### src/rtl/boot_loader_pkg.sv
// Shared definitions for the boot loader: FSM state encoding, checksum width
// and the running-checksum accumulate helper.
package boot_pkg;

    typedef enum logic [2:0] {
        ST_IDLE  = 3'd0,
        ST_LEN   = 3'd1,
        ST_DATA  = 3'd2,
        ST_CHECK = 3'd3,
        ST_RUN   = 3'd4,
        ST_ERR   = 3'd5
    } boot_state_e;

    localparam int CSUM_W = 32;

    // Checksum is a plain modulo-2^CSUM_W sum of the program words.
    function automatic logic [CSUM_W-1:0] csum_add(input logic [CSUM_W-1:0] acc,
                                                   input logic [31:0]       word);
        return acc + CSUM_W'(word);
    endfunction

endpackage

### src/rtl/boot_loader_if.sv
// Valid/ready word stream feeding the boot loader.
interface boot_loader_if;
    logic        in_valid;
    logic        in_ready;
    logic [31:0] in_data;

    modport master (output in_valid, output in_data, input  in_ready);
    modport slave  (input  in_valid, input  in_data, output in_ready);
endinterface

### src/rtl/boot_loader.sv
// Streams a length-prefixed, checksummed program into the core's memory and
// releases the core from reset only once the checksum has been verified.
module boot_loader
    import boot_pkg::*;
#(
    parameter int          DEPTH_WORDS = 256,
    parameter logic [31:0] BASE_ADDR   = 32'h0000_0000
) (
    input  logic         clk,
    input  logic         rst,
    boot_loader_if.slave s_in,
    output logic         mem_we,
    output logic [31:0]  mem_addr,
    output logic [31:0]  mem_wdata,
    output logic         core_rst_n,
    output logic         done,
    output logic         error
);

    localparam int          IDX_W     = $clog2(DEPTH_WORDS) + 1;
    localparam logic [31:0] DEPTH_LIM = 32'(DEPTH_WORDS);

    boot_state_e       state_r;
    boot_state_e       state_s;
    logic [31:0]       len_r;
    logic [IDX_W-1:0]  idx_r;
    logic [CSUM_W-1:0] sum_r;
    logic              in_ready_r;
    logic              mem_we_r;
    logic [31:0]       mem_addr_r;
    logic [31:0]       mem_wdata_r;
    logic              core_rst_n_r;
    logic              done_r;
    logic              error_r;
    logic              xfer_s;
    logic [31:0]       idx_ext_s;
    logic              last_word_s;

    assign xfer_s      = s_in.in_valid & in_ready_r;
    assign idx_ext_s   = 32'(idx_r);
    assign last_word_s = ((idx_ext_s + 32'd1) == len_r);

    // Next-state decode; only accepted words advance the load.
    always_comb begin
        state_s = state_r;
        case (state_r)
            ST_IDLE: state_s = ST_LEN;
            ST_LEN: begin
                if (!xfer_s) begin
                    state_s = ST_LEN;
                end else if (s_in.in_data == 32'd0) begin
                    state_s = ST_CHECK;
                end else if (s_in.in_data > DEPTH_LIM) begin
                    state_s = ST_ERR;
                end else begin
                    state_s = ST_DATA;
                end
            end
            ST_DATA: begin
                if (xfer_s && last_word_s) begin
                    state_s = ST_CHECK;
                end else begin
                    state_s = ST_DATA;
                end
            end
            ST_CHECK: begin
                if (!xfer_s) begin
                    state_s = ST_CHECK;
                end else if (s_in.in_data == sum_r) begin
                    state_s = ST_RUN;
                end else begin
                    state_s = ST_ERR;
                end
            end
            ST_RUN:  state_s = ST_RUN;
            ST_ERR:  state_s = ST_ERR;
            default: state_s = ST_IDLE;
        endcase
    end

    // State register plus status outputs registered from the next state,
    // so done/core_rst_n rise in the very first RUN cycle.
    always_ff @(posedge clk or negedge rst) begin
        if (!rst) begin
            state_r      <= ST_IDLE;
            in_ready_r   <= 1'b0;
            core_rst_n_r <= 1'b0;
            done_r       <= 1'b0;
            error_r      <= 1'b0;
        end else begin
            state_r      <= state_s;
            in_ready_r   <= (state_s == ST_LEN) || (state_s == ST_DATA) || (state_s == ST_CHECK);
            core_rst_n_r <= (state_s == ST_RUN);
            done_r       <= (state_s == ST_RUN);
            error_r      <= (state_s == ST_ERR);
        end
    end

    // Length latch, word index, running checksum and the one-cycle write strobe.
    always_ff @(posedge clk or negedge rst) begin
        if (!rst) begin
            len_r       <= 32'd0;
            idx_r       <= '0;
            sum_r       <= '0;
            mem_we_r    <= 1'b0;
            mem_addr_r  <= 32'd0;
            mem_wdata_r <= 32'd0;
        end else if (xfer_s && (state_r == ST_LEN)) begin
            len_r    <= s_in.in_data;
            idx_r    <= '0;
            sum_r    <= '0;
            mem_we_r <= 1'b0;
        end else if (xfer_s && (state_r == ST_DATA)) begin
            idx_r       <= idx_r + IDX_W'(1);
            sum_r       <= csum_add(sum_r, s_in.in_data);
            mem_we_r    <= 1'b1;
            mem_addr_r  <= BASE_ADDR + (idx_ext_s << 2);
            mem_wdata_r <= s_in.in_data;
        end else begin
            mem_we_r <= 1'b0;
        end
    end

    assign s_in.in_ready = in_ready_r;
    assign mem_we        = mem_we_r;
    assign mem_addr      = mem_addr_r;
    assign mem_wdata     = mem_wdata_r;
    assign core_rst_n    = core_rst_n_r;
    assign done          = done_r;
    assign error         = error_r;

endmodule

### src/flat_wrapper.sv
// flat-port wrapper written by rule: the top's interface ports become plain ports
module boot_loader_flat import boot_pkg::*;
#(
    parameter int          DEPTH_WORDS = 256,
    parameter logic [31:0] BASE_ADDR   = 32'h0000_0000
)
  (clk, rst, mem_we, mem_addr, mem_wdata, core_rst_n, done, error, s_in_in_valid, s_in_in_data, s_in_in_ready);
  boot_loader_if s_in_i ();
  input  logic clk;
  input  logic rst;
  output logic mem_we;
  output logic [31:0] mem_addr;
  output logic [31:0] mem_wdata;
  output logic core_rst_n;
  output logic done;
  output logic error;
  input wire logic [$bits(s_in_i.in_valid)-1:0] s_in_in_valid;
  input wire logic [$bits(s_in_i.in_data)-1:0] s_in_in_data;
  output wire logic [$bits(s_in_i.in_ready)-1:0] s_in_in_ready;
  assign s_in_i.in_valid = s_in_in_valid;
  assign s_in_i.in_data = s_in_in_data;
  assign s_in_in_ready = s_in_i.in_ready;
  boot_loader #(.DEPTH_WORDS(DEPTH_WORDS), .BASE_ADDR(BASE_ADDR)) u_core (.clk(clk), .rst(rst), .s_in(s_in_i), .mem_we(mem_we), .mem_addr(mem_addr), .mem_wdata(mem_wdata), .core_rst_n(core_rst_n), .done(done), .error(error));
endmodule
### config.mk
export PLATFORM = sky130hd
export DESIGN_NAME = boot_loader_flat
export DESIGN_NICKNAME = d
export VERILOG_FILES = /design/src/rtl/boot_loader_pkg.sv /design/src/rtl/boot_loader_if.sv /design/src/rtl/boot_loader.sv /design/src/flat_wrapper.sv
export SDC_FILE = /design/constraint.sdc
export NUM_CORES = 1
export LEC_CHECK = 0
export CORE_ASPECT_RATIO = 0.8
export CORE_MARGIN = 1.5
export CORE_UTILIZATION = 30
export DETAILED_ROUTE_END_ITERATION = 7
export MAX_ROUTING_LAYER = met4
export PLACE_DENSITY = 0.45
export SKIP_CTS_REPAIR_TIMING = 1
export SYNTH_ARGS = -nofsm -noshare
export SYNTH_HDL_FRONTEND = slang
export SYNTH_SLANG_ARGS = --single-unit
### constraint.sdc
create_clock -name clk -period 5.4 [get_ports clk]
set_input_delay 1.08 -clock clk [delete_from_list [all_inputs] [get_ports clk]]
set_output_delay 1.08 -clock clk [all_outputs]
set_load 0.005 [all_outputs]
Word level (Yosys, flattened, before mapping)
Cells that the tools add are included.
{ "totals": {"input_bits": 35, "register_bits": 121, "elab_cells": 50, "output_inout_bits": 69} }
{ "classes": {"n_addsub": 3, "bitwise_logic": 2, "reduce_logical": 9, "eq_ne": 12, "magnitude_cmp": 1, "mux": 13} }
{ "op_table": {"columns": ["op", "count"], "rows": [
  ["equality test 32 bit", 2],
  ["two-way mux 32 bit", 2],
  ["adder 32 bit", 1],
  ["greater-than comparator 32 x 9 -> 1 bit, second input constant", 1],
  ["zero test 32 bit", 1],
  ["two-way mux 9 bit", 2],
  ["case mux 3 bit (6 select lines)", 1],
  ["equality test 3 x 2 -> 1 bit, second input constant", 4],
  ["equality test 3 bit, second input constant", 4],
  ["two-way mux 3 bit", 4],
  ["adder 9 x 1 -> 10 bit, second input constant", 1],
  ["adder 9 x 1 -> 9 bit, second input constant", 1],
  ["equality test 3 x 1 -> 1 bit, second input constant", 2],
  ["two-way mux 1 bit", 4],
  ["logical AND 1 bit", 3],
  ["zero test 3 bit", 1],
  ["logical OR 1 bit", 2],
  ["AND reduction 2 bit", 1],
  ["nonzero test 2 bit", 1],
  ["bitwise AND 1 bit", 1],
  ["inverter 1 bit", 1]
]} }

Longest topological paths before layout
{ "depth": {"ltp_word": 8, "mapped_depth": 12} }

Least setup slack after synthesis
No wires, ideal clock.
{ "synth_path": {"path_type": "input port to flip-flop", "startpoint": "input s_in_in_data[12]", "endpoint": "register u_core.sum_r[25]", "slack_ns": 2.141, "setup_time_ns": 0.130, "arrival_time_ns": 3.128, "path_buffers": 0, "stages": 10, "path_cell_list": "ha_1 or2_4 and4_1 o21ai_1 a32oi_1 a211o_1 a221o_1 a31oi_1 xor2_1 o21ai_1"} }
{ "synth_between": {"elab_chain_len": 3} }
{ "synth_rtl": {"columns": ["element", "line_no", "source"], "rows": [
  ["start, declared", "flat_wrapper.sv:18", "input wire logic [$bits(s_in_i.in_data)-1:0] s_in_in_data;"],
  ["adder 32 bit", "boot_loader_pkg.sv:19", "return acc + CSUM_W'(word);"],
  ["two-way mux 32 bit", "boot_loader.sv:113", "end else if (xfer_s && (state_r == ST_DATA)) begin"],
  ["two-way mux 32 bit", "boot_loader.sv:108", "end else if (xfer_s && (state_r == ST_LEN)) begin"],
  ["end signal, assigned", "boot_loader.sv:115", "sum_r <= csum_add(sum_r, s_in.in_data);"],
  ["end, declared", "boot_loader.sv:27", "logic [CSUM_W-1:0] sum_r;"]
]} }
No other way between the ends. The select of a mux whose other input is x is not followed.
A chain may end at the register's enable or synchronous reset.

Worst setup path after layout
{ "layout_path": {"startpoint": "input s_in_in_data[8]", "endpoint": "register u_core.sum_r[30]"} }
The elaborated chain is that of the path after synthesis.

==> impl_metrics.py <==
metrics = {
    "outcome": {
        "outcome": "completed",
    },
    "synthesis": {
        "yosysWarnings": 0,
        "avgSynthCellArea_sq_um": 9.02,
        "synth-seq-cells": 121,
        "synthTopCellsByArea": "dfrtp_1, nand2_1, ha_1",
        "syn_area_sq_mm": 0.00686,
        "ys_seq_area_share_pct": 44.2,
        "syn_inst": 760,
        "ys_types": 63,
        "synth_enable_flop_cells": 0,
        "yosysTopAreaCell": "dfrtp_1",
        "ys.flop_type": "dfrtp_1",
        "async_flop_share_pct": 100,
        "synth_top_area_share_pct": 44.2,
    },
    "worst_setup_path": {
        "cp-end-kind": "flop",
        "start_kind": "input pin",
        "arrival_ns": 3.98,
        "slowest_delay_ns": 0.57,
        "cp_cell_sequence": "clkdlybuf4s50_1 -> ha_1 -> nand2_1 -> o21a_1 -> o31ai_1 -> o21a_1 -> nor3_2 -> a211o_1 -> o21ai_1 -> mux2i_1 -> nand3_1",
        "setup.worst_path.class": "in -> reg",
        "regToRegSetupSlack_ns": 2.55,
        "slowest_stage": "clkdlybuf4s50_1",
        "critPathMostFrequentCell": "o21a_1",
        "critPathRequiredTime_ns": 5.70,
        "worstPathMaxFanout": 6,
    },
    "sta": {
        "rsz0062_at_grt": "no",
        "finClkSkew_ns": 0.0120,
        "finalSetupViolCount": 0,
        "final_hold_viol_count": 0,
        "worst_pin_slew_ns": 1.01,
        "period_share_pct": 68.1,
        "report.final.slew_viol_count": 0,
        "fmax_mhz": 272,
        "setup_tns_ns": 0,
        "slew_headroom_pct": 32.9,
        "fin_crit_ns": 3.68,
        "timing.hold.ws_ns": 0.470,
    },
    "floorplan": {
        "die_h_um": 138,
        "die-area_sq_mm": 0.0238,
        "core_area_sq_mm": 0.0224,
        "dieWidth_um": 172,
        "core.rowCount": 49,
        "initial_core_util_pct": 30.6,
        "io_pins": 104,
    },
    "flow_run": {
        "drv_cap": 0,
    },
    "pwr": {
        "total_power_uw": 2120,
        "irDropWorstVdd_mv": 0.125,
        "power.leakage_uw": 0.00392,
        "p_per_area_mw_per_mm2": 252,
    },
    "global_route": {
        "antenna_found_initial": 0,
        "grt_usage_pct": 17.2,
        "grt_max_degree": 94,
        "grt_overflow_total": 0,
        "grt_pass1_wl_um": 30600,
        "first_global_vias": 5522,
    },
    "cells_and_area": {
        "nets": 893,
        "final_cell_mix": "nand2_1, dfrtp_1, clkdlybuf4s50_1",
        "layout.cells.most_common": "nand2_1",
        "diodes": 0,
        "drive_gt1_share_pct": 9.79,
        "synthToLayoutAreaGrowth_pct": 22.8,
    },
    "cts": {
        "cts_buffers": 17,
        "cts_buffer_depth": 2,
        "cts.sinks": 121,
        "ctsRootBufferMaster": "clkbuf_16",
        "cts_max_level": 4,
        "cts_tree": "done",
        "insertion_delay_ns": 0.42,
        "clkTransAtPathRegs_ns": 0.06,
    },
    "routing": {
        "ant_nets": 0,
        "wl_per_cell_um": 16.4,
        "first_pass_iters": 5,
        "wirelength_um": 18800,
        "viasPerCell": 4.90,
        "vias": 5606,
        "drt_iter0_markers": 388,
        "drcViolationCount": 0,
    },
    "place": {
        "place.gp.congestion": 0.834,
        "io_buffers": 80,
        "dpl.hpwl_um": 13000,
    },
    "min_path": {
        "hold_class": "reg -> reg",
    },
}
-- power breakdown --
| group | leakage (uW) | internal, uW | switching (uW) |
|---|---|---|---|
| combinational | 0.00200 | 45.0 | 78.7 |
| clock | 0.000253 | 644 | 447 |
| sequential | 0.00167 | 907 | 0 |
-- state kept, by name, summed over array words and instances (netlist names), 3 cells and up --
register	count
u_core.mem_addr	9
u_core.state_r	3
u_core.len_r	32
u_core.mem_wdata	32
u_core.sum_r	32
u_core.idx_r	9
-- critical path: cells and delay by family --
kind | cells | cell delay [ns]
AOI/OAI and AO/OA | 5 | 1.37
buffers and inverters | 1 | 0.57
adders and majority gates | 1 | 0.49
and+or+nand+nor | 3 | 0.26
muxes | 1 | 0.21
-- cells by family (layout without fill, tap and decap cells) --
group,Yosys count,in the layout,synth area share [%]
AOI/OAI and AO/OA,152,152,13.8
muxes,33,33,5.38
and+or+nand+nor,302,302,19.7
other,1,23,0.0547
adders and majority gates,34,34,6.30
xor gates and xnor gates,39,39,4.98
DFF,121,121,44.2
buffers and inverters,78,134,5.62
-- synthesized netlist by cell type (all sizes together) (4+ instances only) --
cell type,instances
a211o,4
a21o,6
a21oi,31
a31oi,9
and3,8
buf,25
clkbuf,38
dfrtp,121
ha,32
inv,15
mux2,31
nand2,177
nand2b,5
nand3,18
nand4,4
nor2,40
nor2b,4
nor3,12
nor4,20
o21a,7
o21ai,51
o22ai,14
o31ai,4
xnor2,16
xor2,23
-- layer usage --
layer	vias to the layer above	GRT usage [%]	part of all wire (%)
li1	2737	-	-
met1	2719	25.2	52
met2	131	23.4	42
met3	19	3.64	4.5
met4	0	5.03	1.1
met5	-	-	0
-- metrics by stage --
stage	worst slack [ns]	cells	utilization (%)	area, sq um
floorplan	2.14	782	-	6940
global placement	1.30	1112	35.0	7850
detailed placement	1.31	1112	35.0	7850
CTS	1.75	1144	37.5	8420
global route	1.51	1144	37.5	8420
finish	1.72	1144	37.5	8420
-- cell type report --
class / count / area, sq um
Tap cell: 306 / 383
Fill cell: 2329 / 14000
Clock buffer: 18 / 439
Sequential cell: 121 / 3030
Clock inverter: 14 / 126
Inverter: 15 / 56.3
Multi-Input combinational cell: 583 / 3530
Timing Repair Buffer: 87 / 851
-- path summary, 6_finish.rpt --
check,startpoint,end,cells past startpoint
max,s_in_in_data[8],u_core.sum_r[30],11
min,u_core.mem_addr[8],u_core.mem_addr[8],2
max reg2reg,u_core.sum_r[1],u_core.sum_r[25],10
min reg2reg,u_core.mem_addr[8],u_core.mem_addr[8],2
max in group asynchronous,rst,u_core.sum_r[24],2
min in group asynchronous,rst,u_core.sum_r[11],1
(Power assumes the default switching activity.)
